===== config.mk =====
export PLATFORM = sky130hd
export DESIGN_NAME = dispatcher_wg_sequencer_flat
export DESIGN_NICKNAME = d
export VERILOG_FILES = /design/src/rtl/dispatcher_pkg.sv /design/src/rtl/dispatcher_wg_sequencer_if.sv /design/src/rtl/dispatcher_wg_scoreboard.sv /design/src/rtl/dispatcher_wg_sequencer.sv /design/src/flat_wrapper.sv
export SDC_FILE = /design/constraint.sdc
export NUM_CORES = 1
export LEC_CHECK = 0
export BUFFER_PORTS_ARGS = -buffer_cell sky130_fd_sc_hd__buf_2
export CAP_MARGIN = 20
export CORE_ASPECT_RATIO = 1.1
export CORE_MARGIN = 3
export CORE_UTILIZATION = 51
export CTS_BUF_LIST = sky130_fd_sc_hd__clkbuf_16
export DETAILED_ROUTE_END_ITERATION = 10
export PLACE_DENSITY_LB_ADDON = 0.3
export SYNTH_ARGS = -nofsm -noshare
export SYNTH_HDL_FRONTEND = slang
export SYNTH_SLANG_ARGS = --single-unit

===== constraint.sdc =====
create_clock -name clk -period 5.65 [get_ports clk]
set_clock_uncertainty 0.2 [all_clocks]
set_input_delay 0.2825 -clock clk [delete_from_list [all_inputs] [get_ports clk]]
set_output_delay 0.2825 -clock clk [all_outputs]
set_load 0.02 [all_outputs]

===== src/rtl/dispatcher_pkg.sv =====
// Shared dispatcher types: workgroup sequencer states and the per-WG descriptor.
package dispatcher_pkg;

  localparam int WF_COUNT_WIDTH  = 4;
  localparam int WAVE_ITEM_WIDTH = 6;
  localparam int VGPR_ID_WIDTH   = 8;
  localparam int SGPR_ID_WIDTH   = 4;
  localparam int LDS_ID_WIDTH    = 8;
  localparam int GDS_ID_WIDTH    = 14;
  localparam int MEM_ADDR_WIDTH  = 32;

  typedef enum logic [2:0] {
    WG_SEQ_IDLE,
    WG_SEQ_ISSUE,
    WG_SEQ_GAP,
    WG_SEQ_STALL,
    WG_SEQ_DRAIN
  } wg_seq_state_t;

  typedef struct packed {
    logic [WF_COUNT_WIDTH-1:0]  num_wf;
    logic [WAVE_ITEM_WIDTH-1:0] wf_size;
    logic [VGPR_ID_WIDTH:0]     vgpr_size_total;
    logic [SGPR_ID_WIDTH:0]     sgpr_size_total;
    logic [LDS_ID_WIDTH:0]      lds_size_total;
    logic [GDS_ID_WIDTH:0]      gds_size_total;
    logic [VGPR_ID_WIDTH:0]     vgpr_size_per_wf;
    logic [SGPR_ID_WIDTH:0]     sgpr_size_per_wf;
    logic [MEM_ADDR_WIDTH-1:0]  start_pc;
  } wg_desc_t;

endpackage


===== src/rtl/dispatcher_wg_sequencer_if.sv =====
// Host-side workgroup offer/ack and retire channel between the sequencer and the dispatcher.
interface dispatcher_wg_sequencer_if #(
  parameter int WG_ID_WIDTH = 6
);
  import dispatcher_pkg::*;

  logic                       host_wg_valid;
  logic [WG_ID_WIDTH-1:0]     host_wg_id;
  logic [WF_COUNT_WIDTH-1:0]  host_num_wf;
  logic [WAVE_ITEM_WIDTH-1:0] host_wf_size;
  logic [VGPR_ID_WIDTH:0]     host_vgpr_size_total;
  logic [SGPR_ID_WIDTH:0]     host_sgpr_size_total;
  logic [LDS_ID_WIDTH:0]      host_lds_size_total;
  logic [GDS_ID_WIDTH:0]      host_gds_size_total;
  logic [VGPR_ID_WIDTH:0]     host_vgpr_size_per_wf;
  logic [SGPR_ID_WIDTH:0]     host_sgpr_size_per_wf;
  logic [MEM_ADDR_WIDTH-1:0]  host_start_pc;
  logic                       inflight_wg_buffer_host_rcvd_ack;
  logic                       inflight_wg_buffer_host_wf_done;
  logic [WG_ID_WIDTH-1:0]     inflight_wg_buffer_host_wf_done_wg_id;

  modport master (
    output host_wg_valid, host_wg_id, host_num_wf, host_wf_size,
           host_vgpr_size_total, host_sgpr_size_total, host_lds_size_total,
           host_gds_size_total, host_vgpr_size_per_wf, host_sgpr_size_per_wf,
           host_start_pc,
    input  inflight_wg_buffer_host_rcvd_ack, inflight_wg_buffer_host_wf_done,
           inflight_wg_buffer_host_wf_done_wg_id
  );

  modport slave (
    input  host_wg_valid, host_wg_id, host_num_wf, host_wf_size,
           host_vgpr_size_total, host_sgpr_size_total, host_lds_size_total,
           host_gds_size_total, host_vgpr_size_per_wf, host_sgpr_size_per_wf,
           host_start_pc,
    output inflight_wg_buffer_host_rcvd_ack, inflight_wg_buffer_host_wf_done,
           inflight_wg_buffer_host_wf_done_wg_id
  );

endinterface


===== src/rtl/dispatcher_wg_scoreboard.sv =====
// Outstanding-workgroup bitmap; flags retires of unissued ids, retires in IDLE and stray acks.
module dispatcher_wg_scoreboard #(
  parameter int WG_ID_WIDTH = 6
) (
  input  logic                   clk,
  input  logic                   rst,
  input  logic                   clear,
  input  logic                   ack_fire,
  input  logic [WG_ID_WIDTH-1:0] ack_id,
  input  logic                   retire,
  input  logic [WG_ID_WIDTH-1:0] retire_id,
  input  logic                   idle,
  input  logic                   stray_ack,
  output logic                   seq_error
);

  localparam int DEPTH = 1 << WG_ID_WIDTH;

  logic [DEPTH-1:0] outstanding;
  logic [DEPTH-1:0] outstanding_next;
  logic             bad_retire;

  always_comb begin
    outstanding_next = outstanding;
    bad_retire       = retire && (idle || !outstanding[retire_id]);
    if (retire && !idle) outstanding_next[retire_id] = 1'b0;
    if (ack_fire)        outstanding_next[ack_id]    = 1'b1;
    if (clear)           outstanding_next            = '0;
  end

  always_ff @(posedge clk) begin
    if (rst) begin
      outstanding <= '0;
      seq_error   <= 1'b0;
    end else begin
      outstanding <= outstanding_next;
      if (bad_retire || stray_ack) seq_error <= 1'b1;
    end
  end

endmodule


===== src/rtl/dispatcher_wg_sequencer.sv =====
// Issues workgroups 0..N-1 of one kernel under valid/ack, caps outstanding WGs, pulses kernel_done.
// Defining DISPATCHER_WG_SEQ_SCOREBOARD_EN adds the outstanding-id scoreboard and the seq_error port.
//
// state | meaning
// IDLE  | waiting for cfg_start
// ISSUE | offering WG `issued` until ack
// GAP   | one dead cycle between offers
// STALL | MAX_INFLIGHT outstanding, waiting for a retire
// DRAIN | all issued, waiting for the last retire
module dispatcher_wg_sequencer
  import dispatcher_pkg::*;
#(
  parameter int WG_ID_WIDTH  = 6,
  parameter int MAX_INFLIGHT = 16
) (
  input  logic                       clk,
  input  logic                       rst,
  input  logic                       cfg_start,
  input  logic [WG_ID_WIDTH:0]       cfg_num_wg,
  input  logic [WF_COUNT_WIDTH-1:0]  cfg_num_wf,
  input  logic [WAVE_ITEM_WIDTH-1:0] cfg_wf_size,
  input  logic [VGPR_ID_WIDTH:0]     cfg_vgpr_size_total,
  input  logic [SGPR_ID_WIDTH:0]     cfg_sgpr_size_total,
  input  logic [LDS_ID_WIDTH:0]      cfg_lds_size_total,
  input  logic [GDS_ID_WIDTH:0]      cfg_gds_size_total,
  input  logic [VGPR_ID_WIDTH:0]     cfg_vgpr_size_per_wf,
  input  logic [SGPR_ID_WIDTH:0]     cfg_sgpr_size_per_wf,
  input  logic [MEM_ADDR_WIDTH-1:0]  cfg_start_pc,
  dispatcher_wg_sequencer_if.master  host,
  output logic                       busy,
  output logic                       kernel_done
`ifdef DISPATCHER_WG_SEQ_SCOREBOARD_EN
  ,
  output logic                       seq_error
`endif
);

  localparam int            CW             = WG_ID_WIDTH + 1;
  localparam logic [CW-1:0] MAX_INFLIGHT_C = CW'(MAX_INFLIGHT);

  wg_seq_state_t          state, state_next;
  logic [CW-1:0]          issued, retired, inflight, num_wg;
  logic [CW-1:0]          issued_next, retired_next;
  wg_desc_t               desc;
  logic                   valid_q, valid_next;
  logic [WG_ID_WIDTH-1:0] wg_id_q;
  logic                   busy_next, done_next;
  logic                   start_ok, ack_fire, retire_cnt;

  assign inflight   = issued - retired;
  assign start_ok   = (state == WG_SEQ_IDLE) && cfg_start;
  assign ack_fire   = valid_q && host.inflight_wg_buffer_host_rcvd_ack;
  assign retire_cnt = (state != WG_SEQ_IDLE) && host.inflight_wg_buffer_host_wf_done;

  always_comb begin
    state_next   = state;
    valid_next   = 1'b0;
    busy_next    = 1'b1;
    done_next    = 1'b0;
    issued_next  = issued + CW'(ack_fire);
    retired_next = retired + CW'(retire_cnt);
    unique case (state)
      WG_SEQ_IDLE: begin
        busy_next = 1'b0;
        if (cfg_start) begin
          state_next   = WG_SEQ_ISSUE;
          valid_next   = 1'b1;
          busy_next    = 1'b1;
          issued_next  = '0;
          retired_next = '0;
        end
      end
      WG_SEQ_ISSUE: begin
        valid_next = 1'b1;
        if (ack_fire) begin
          valid_next = 1'b0;
          if (issued_next == num_wg)
            state_next = WG_SEQ_DRAIN;
          else if (inflight + CW'(1) == MAX_INFLIGHT_C)
            state_next = WG_SEQ_STALL;
          else
            state_next = WG_SEQ_GAP;
        end
      end
      WG_SEQ_GAP: begin
        state_next = WG_SEQ_ISSUE;
        valid_next = 1'b1;
      end
      WG_SEQ_STALL: begin
        if (retire_cnt) begin
          state_next = WG_SEQ_ISSUE;
          valid_next = 1'b1;
        end
      end
      WG_SEQ_DRAIN: begin
        if (retired_next == num_wg) begin
          state_next = WG_SEQ_IDLE;
          busy_next  = 1'b0;
          done_next  = 1'b1;
        end
      end
      default: begin
        state_next = WG_SEQ_IDLE;
        busy_next  = 1'b0;
      end
    endcase
  end

  always_ff @(posedge clk) begin
    if (rst) begin
      state       <= WG_SEQ_IDLE;
      issued      <= '0;
      retired     <= '0;
      num_wg      <= '0;
      desc        <= '0;
      valid_q     <= 1'b0;
      wg_id_q     <= '0;
      busy        <= 1'b0;
      kernel_done <= 1'b0;
    end else begin
      state       <= state_next;
      issued      <= issued_next;
      retired     <= retired_next;
      valid_q     <= valid_next;
      wg_id_q     <= issued_next[WG_ID_WIDTH-1:0];
      busy        <= busy_next;
      kernel_done <= done_next;
      if (start_ok) begin
        // A zero-sized kernel still runs one workgroup.
        num_wg                <= (cfg_num_wg == '0) ? CW'(1) : cfg_num_wg;
        desc.num_wf           <= cfg_num_wf;
        desc.wf_size          <= cfg_wf_size;
        desc.vgpr_size_total  <= cfg_vgpr_size_total;
        desc.sgpr_size_total  <= cfg_sgpr_size_total;
        desc.lds_size_total   <= cfg_lds_size_total;
        desc.gds_size_total   <= cfg_gds_size_total;
        desc.vgpr_size_per_wf <= cfg_vgpr_size_per_wf;
        desc.sgpr_size_per_wf <= cfg_sgpr_size_per_wf;
        desc.start_pc         <= cfg_start_pc;
      end
    end
  end

  assign host.host_wg_valid         = valid_q;
  assign host.host_wg_id            = wg_id_q;
  assign host.host_num_wf           = desc.num_wf;
  assign host.host_wf_size          = desc.wf_size;
  assign host.host_vgpr_size_total  = desc.vgpr_size_total;
  assign host.host_sgpr_size_total  = desc.sgpr_size_total;
  assign host.host_lds_size_total   = desc.lds_size_total;
  assign host.host_gds_size_total   = desc.gds_size_total;
  assign host.host_vgpr_size_per_wf = desc.vgpr_size_per_wf;
  assign host.host_sgpr_size_per_wf = desc.sgpr_size_per_wf;
  assign host.host_start_pc         = desc.start_pc;

`ifdef DISPATCHER_WG_SEQ_SCOREBOARD_EN
  dispatcher_wg_scoreboard #(
    .WG_ID_WIDTH (WG_ID_WIDTH)
  ) u_scoreboard (
    .clk       (clk),
    .rst       (rst),
    .clear     (start_ok),
    .ack_fire  (ack_fire),
    .ack_id    (wg_id_q),
    .retire    (host.inflight_wg_buffer_host_wf_done),
    .retire_id (host.inflight_wg_buffer_host_wf_done_wg_id),
    .idle      (state == WG_SEQ_IDLE),
    .stray_ack (host.inflight_wg_buffer_host_rcvd_ack && !valid_q),
    .seq_error (seq_error)
  );
`endif

endmodule


===== src/flat_wrapper.sv =====
// flat-port wrapper written by rule: the top's interface ports become plain ports
module dispatcher_wg_sequencer_flat import dispatcher_pkg::*;
#(
  parameter int WG_ID_WIDTH  = 6,
  parameter int MAX_INFLIGHT = 16
)
  (clk, rst, cfg_start, cfg_num_wg, cfg_num_wf, cfg_wf_size, cfg_vgpr_size_total, cfg_sgpr_size_total, cfg_lds_size_total, cfg_gds_size_total, cfg_vgpr_size_per_wf, cfg_sgpr_size_per_wf, cfg_start_pc, busy, kernel_done, host_host_wg_valid, host_host_wg_id, host_host_num_wf, host_host_wf_size, host_host_vgpr_size_total, host_host_sgpr_size_total, host_host_lds_size_total, host_host_gds_size_total, host_host_vgpr_size_per_wf, host_host_sgpr_size_per_wf, host_host_start_pc, host_inflight_wg_buffer_host_rcvd_ack, host_inflight_wg_buffer_host_wf_done, host_inflight_wg_buffer_host_wf_done_wg_id);
  dispatcher_wg_sequencer_if #(.WG_ID_WIDTH(WG_ID_WIDTH)) host_i ();
  input  logic clk;
  input  logic rst;
  input  logic cfg_start;
  input  logic [WG_ID_WIDTH:0] cfg_num_wg;
  input  logic [WF_COUNT_WIDTH-1:0] cfg_num_wf;
  input  logic [WAVE_ITEM_WIDTH-1:0] cfg_wf_size;
  input  logic [VGPR_ID_WIDTH:0] cfg_vgpr_size_total;
  input  logic [SGPR_ID_WIDTH:0] cfg_sgpr_size_total;
  input  logic [LDS_ID_WIDTH:0] cfg_lds_size_total;
  input  logic [GDS_ID_WIDTH:0] cfg_gds_size_total;
  input  logic [VGPR_ID_WIDTH:0] cfg_vgpr_size_per_wf;
  input  logic [SGPR_ID_WIDTH:0] cfg_sgpr_size_per_wf;
  input  logic [MEM_ADDR_WIDTH-1:0] cfg_start_pc;
  output logic busy;
  output logic kernel_done;
  output wire logic [$bits(host_i.host_wg_valid)-1:0] host_host_wg_valid;
  output wire logic [$bits(host_i.host_wg_id)-1:0] host_host_wg_id;
  output wire logic [$bits(host_i.host_num_wf)-1:0] host_host_num_wf;
  output wire logic [$bits(host_i.host_wf_size)-1:0] host_host_wf_size;
  output wire logic [$bits(host_i.host_vgpr_size_total)-1:0] host_host_vgpr_size_total;
  output wire logic [$bits(host_i.host_sgpr_size_total)-1:0] host_host_sgpr_size_total;
  output wire logic [$bits(host_i.host_lds_size_total)-1:0] host_host_lds_size_total;
  output wire logic [$bits(host_i.host_gds_size_total)-1:0] host_host_gds_size_total;
  output wire logic [$bits(host_i.host_vgpr_size_per_wf)-1:0] host_host_vgpr_size_per_wf;
  output wire logic [$bits(host_i.host_sgpr_size_per_wf)-1:0] host_host_sgpr_size_per_wf;
  output wire logic [$bits(host_i.host_start_pc)-1:0] host_host_start_pc;
  input wire logic [$bits(host_i.inflight_wg_buffer_host_rcvd_ack)-1:0] host_inflight_wg_buffer_host_rcvd_ack;
  input wire logic [$bits(host_i.inflight_wg_buffer_host_wf_done)-1:0] host_inflight_wg_buffer_host_wf_done;
  input wire logic [$bits(host_i.inflight_wg_buffer_host_wf_done_wg_id)-1:0] host_inflight_wg_buffer_host_wf_done_wg_id;
  assign host_host_wg_valid = host_i.host_wg_valid;
  assign host_host_wg_id = host_i.host_wg_id;
  assign host_host_num_wf = host_i.host_num_wf;
  assign host_host_wf_size = host_i.host_wf_size;
  assign host_host_vgpr_size_total = host_i.host_vgpr_size_total;
  assign host_host_sgpr_size_total = host_i.host_sgpr_size_total;
  assign host_host_lds_size_total = host_i.host_lds_size_total;
  assign host_host_gds_size_total = host_i.host_gds_size_total;
  assign host_host_vgpr_size_per_wf = host_i.host_vgpr_size_per_wf;
  assign host_host_sgpr_size_per_wf = host_i.host_sgpr_size_per_wf;
  assign host_host_start_pc = host_i.host_start_pc;
  assign host_i.inflight_wg_buffer_host_rcvd_ack = host_inflight_wg_buffer_host_rcvd_ack;
  assign host_i.inflight_wg_buffer_host_wf_done = host_inflight_wg_buffer_host_wf_done;
  assign host_i.inflight_wg_buffer_host_wf_done_wg_id = host_inflight_wg_buffer_host_wf_done_wg_id;
  dispatcher_wg_sequencer #(.WG_ID_WIDTH(WG_ID_WIDTH), .MAX_INFLIGHT(MAX_INFLIGHT)) u_core (.clk(clk), .rst(rst), .cfg_start(cfg_start), .cfg_num_wg(cfg_num_wg), .cfg_num_wf(cfg_num_wf), .cfg_wf_size(cfg_wf_size), .cfg_vgpr_size_total(cfg_vgpr_size_total), .cfg_sgpr_size_total(cfg_sgpr_size_total), .cfg_lds_size_total(cfg_lds_size_total), .cfg_gds_size_total(cfg_gds_size_total), .cfg_vgpr_size_per_wf(cfg_vgpr_size_per_wf), .cfg_sgpr_size_per_wf(cfg_sgpr_size_per_wf), .cfg_start_pc(cfg_start_pc), .host(host_i), .busy(busy), .kernel_done(kernel_done));
endmodule

==> impl_metrics.sql <==
INSERT INTO impl_metrics (metric_group, metric, value, unit) VALUES
('synth', 'syn-num-nets', '739', ''),
('finish', 'mostFrequentLayoutCells', 'sky130_fd_sc_hd__nand2_1, sky130_fd_sc_hd__buf_2, sky130_fd_sc_hd__dfxtp_1, sky130_fd_sc_hd__a21oi_1, sky130_fd_sc_hd__dlygate4sd3_1', ''),
('clock_network', 'cts-htree-levels', '4', ''),
('placed_design', 'numPortBuffers', '208', ''),
('die', 'initial_core_utilization', '52.6', '%'),
('setup_path', 'critical_path.top_delay_family', 'simple AND/OR/NAND/NOR gates', ''),
('routing', 'detail_route.drc_violations', '0', ''),
('setup_path', 'wp_data_arrival', '3050', 'ps'),
('grt', 'grt_start_max_net_pins', '107', ''),
('setup_path', 'cp_slowest_cell', 'sky130_fd_sc_hd__nor4b_2', ''),
('routing', 'routed_wire_length_per_instance', '16.7', 'microns'),
('timing', 'max_slew_violation_count', '0', ''),
('timing', 'timing_worst_slew_pin_value', '1130', 'ps'),
('hold_path', 'worst_hold_check_path_type', 'in -> reg', ''),
('clock_network', 'clock_tree.root_cell', 'sky130_fd_sc_hd__clkbuf_16', ''),
('clock_network', 'tritoncts_clock_tree', 'yes', ''),
('finish', 'layout.cells.most_common', 'sky130_fd_sc_hd__nand2_1', ''),
('die', 'die_width', '100', 'microns'),
('clock_network', 'post_cts.resized_instances', '0', ''),
('run', 'max_cap_viol_count', '0', ''),
('timing', 'setup_viol', '0', ''),
('grt', 'global_route_wire_length_before_repair', '26400', 'microns'),
('placed_design', 'post-dp-hpwl', '9050', 'microns'),
('power_and_ir_drop', 'pwr_density_cell', '323', 'nW/um^2'),
('die', 'die-area', '11000', 'sq um'),
('timing', 'period_needed', '2910', 'ps'),
('finish', 'layout-drive-gt1-share', '26.9', '%'),
('clock_network', 'cts-hold-fix-buffers', '102', ''),
('die', 'rows', '37', ''),
('grt', 'met3_usage', '7.55', '%'),
('timing', 'timing.fmax', '0.344', 'GHz'),
('finish', 'stdcell_count', '1025', ''),
('run_status', 'result_of_the_run', 'finished, final reports clean', ''),
('grt', 'met2_usage', '54.0', '%'),
('timing', 'fin_crit_sh', '51.5', '%'),
('synth', 'avgSynthCellArea', '8.14', 'sq um'),
('setup_path', 'criticalPathCategory', 'reg -> reg', ''),
('grt', 'globalRouteOverflowTotal', '0', ''),
('synth', 'synth-main-ff-cell', 'sky130_fd_sc_hd__dfxtp_1', ''),
('die', 'core_area', '9440', 'sq um'),
('synth', 'edff_count_synth', '0', ''),
('placed_design', 'numPlacedInstances', '891', ''),
('routing', 'num_vias', '5549', ''),
('synth', 'synth_top_area_share', '48.8', '%'),
('synth', 'post_synth_num_cell_types', '48', ''),
('setup_path', 'timing.critical_path.buf_inv', '0', ''),
('die', 'die_y', '109', 'microns'),
('setup_path', 'critPathMaxFanout', '8', ''),
('synth', 'yosys_warnings', '0', ''),
('setup_path', 'critical_path_cell_by_cell', 'nor3_2 -> nor2_1 -> ha_1 -> ha_1 -> xor2_2 -> a311oi_1 -> o2111ai_1 -> nor4b_2 -> and4b_1', ''),
('clock_network', 'post-cts-setup-buffers', '0', ''),
('setup_path', 'cp-end-kind', 'flop', ''),
('setup_path', 'slowest_delay', '450', 'ps'),
('finish', 'synthToLayoutAreaGrowth', '53.4', '%'),
('clock_network', 'clock-sinks', '121', ''),
('clock_network', 'cts.reportedPaths.clkPinSlew', '50', 'ps'),
('timing', 'max-slew-margin-rel', '24.8', '%'),
('routing', 'initialDrtViolationCount', '358', ''),
('setup_path', 'critical-path-top-cell-by-count', 'sky130_fd_sc_hd__ha_1', ''),
('power_and_ir_drop', 'power.leakage', '3.52', 'nW'),
('routing', 'via_per_inst', '5.41', ''),
('finish', 'ant_diodes', '0', ''),
('clock_network', 'worstSkewPairLatency', '410', 'ps'),
('synth', 'syn_inst', '610', ''),
('grt', 'grt.total_usage', '30.8', '%'),
('routing', 'drtAntennaViolNets', '0', ''),
('clock_network', 'cts-buffers-inserted', '17', ''),
('grt', 'globalRouteMet1Util', '34.3', '%'),
('timing', 'setup_repair_after_global_routing_missed_its_margin', 'false', ''),
('synth', 'ys_ff_latch', '121', ''),
('finish', 'fillCellCount', '555', '');
==> routing by layer <==
metal / part of all wire [%] / vias to the layer above
li1: - / 2569
met1: 36 / 2594
met2: 52 / 320
met3: 7.9 / 66
met4: 4.1 / 0
met5: 0 / -
==> worst paths after layout <==
| check | start | endpoint | slack, ps | depth (start not counted) |
|---|---|---|---|---|
| worst min-delay path | cfg_start | u_core.busy$_SDFF_PP0_ | 60 | 3 |
| worst max-delay path | u_core.state[0]$_SDFFE_PP0P_ | u_core.kernel_done$_SDFF_PP0_ | 2740 | 9 |
| worst max register to register | u_core.state[0]$_SDFFE_PP0P_ | u_core.kernel_done$_SDFF_PP0_ | 2740 | 9 |
| worst min register to register | u_core.host.host_start_pc[24]$_SDFFE_PP0P_ | u_core.host.host_start_pc[24]$_SDFFE_PP0P_ | 250 | 2 |
==> synthesized netlist by cell type, types with 2 or more instances <==
cell / n
sky130_fd_sc_hd__clkbuf_1: 19
sky130_fd_sc_hd__nor3_1: 4
sky130_fd_sc_hd__buf_1: 6
sky130_fd_sc_hd__xnor2_1: 15
sky130_fd_sc_hd__nor3b_1: 2
sky130_fd_sc_hd__xnor3_1: 2
sky130_fd_sc_hd__nand3_1: 5
sky130_fd_sc_hd__nor2_1: 20
sky130_fd_sc_hd__and2_1: 6
sky130_fd_sc_hd__ha_1: 16
sky130_fd_sc_hd__nor3_2: 2
sky130_fd_sc_hd__dfxtp_1: 121
sky130_fd_sc_hd__buf_4: 7
sky130_fd_sc_hd__a211oi_1: 2
sky130_fd_sc_hd__inv_1: 14
sky130_fd_sc_hd__buf_2: 12
sky130_fd_sc_hd__a21oi_1: 103
sky130_fd_sc_hd__nand2_1: 209
sky130_fd_sc_hd__o31ai_1: 3
sky130_fd_sc_hd__a31oi_1: 2
sky130_fd_sc_hd__xor2_1: 9
sky130_fd_sc_hd__nand3b_1: 2
sky130_fd_sc_hd__and4b_1: 2
sky130_fd_sc_hd__o21bai_1: 3
==> flip-flops by register name, summed over array words and instances (netlist names) <==
name,cells
u_core.busy,1
u_core.host.host_vgpr_size_per_wf,9
u_core.num_wg,7
u_core.state,3
u_core.issued,7
u_core.host.host_sgpr_size_per_wf,5
u_core.host.host_num_wf,4
u_core.host.host_start_pc,32
u_core.host.host_sgpr_size_total,5
u_core.host.host_wf_size,6
u_core.host.host_gds_size_total,15
u_core.kernel_done,1
u_core.retired,7
u_core.host.host_lds_size_total,9
u_core.host.host_wg_valid,1
u_core.host.host_vgpr_size_total,9
==> cell families after synthesis <==
kind of cell | share of synthesized area, %
AO/OA/AOI/OAI | 14.3
XOR/XNOR | 5.47
adder cells (fa/ha/maj) | 4.44
buffers and inverters | 5.22
flip-flops | 48.8
AND/OR/NAND/NOR | 21.7
==> worst register-to-register path: stages (launching register included) <==
cell	delay, ps
sky130_fd_sc_hd__dfxtp_1	370
sky130_fd_sc_hd__nor3_2	320
sky130_fd_sc_hd__nor2_1	130
sky130_fd_sc_hd__ha_1	200
sky130_fd_sc_hd__ha_1	320
sky130_fd_sc_hd__xor2_2	160
sky130_fd_sc_hd__a311oi_1	260
sky130_fd_sc_hd__o2111ai_1	180
sky130_fd_sc_hd__nor4b_2	450
sky130_fd_sc_hd__and4b_1	260
==> metrics by stage <==
stage	area (sq um)	util [%]	hold slack [ps]	setup WS, ps
after floorplan	4960	-	197	3070
after global placement	5960	63.1	239	2860
after detailed placement	5960	63.1	243	2750
after CTS	7610	80.6	20.9	2730
after global routing	7610	80.6	62.9	2590
final	7610	80.6	58.1	2740
==> power by group <==
group,switching (mW),total (mW),internal [mW]
logic,0.211,0.362,0.151
clock network,0.386,1.16,0.775
registers,0.0322,0.936,0.904
==> area by class of cell <==
cell class,count,area (sq um),area share (%)
Clock buffer,17,425,5.59
Clock inverter,15,210,2.76
Inverter,14,52.6,0.690
Multi-Input combinational cell,431,2290,30.1
Sequential cell,121,2420,31.8
Tap cell,117,146,1.92
Timing Repair Buffer,310,2060,27.1
Note: power is estimated with default switching activity, not from simulation.
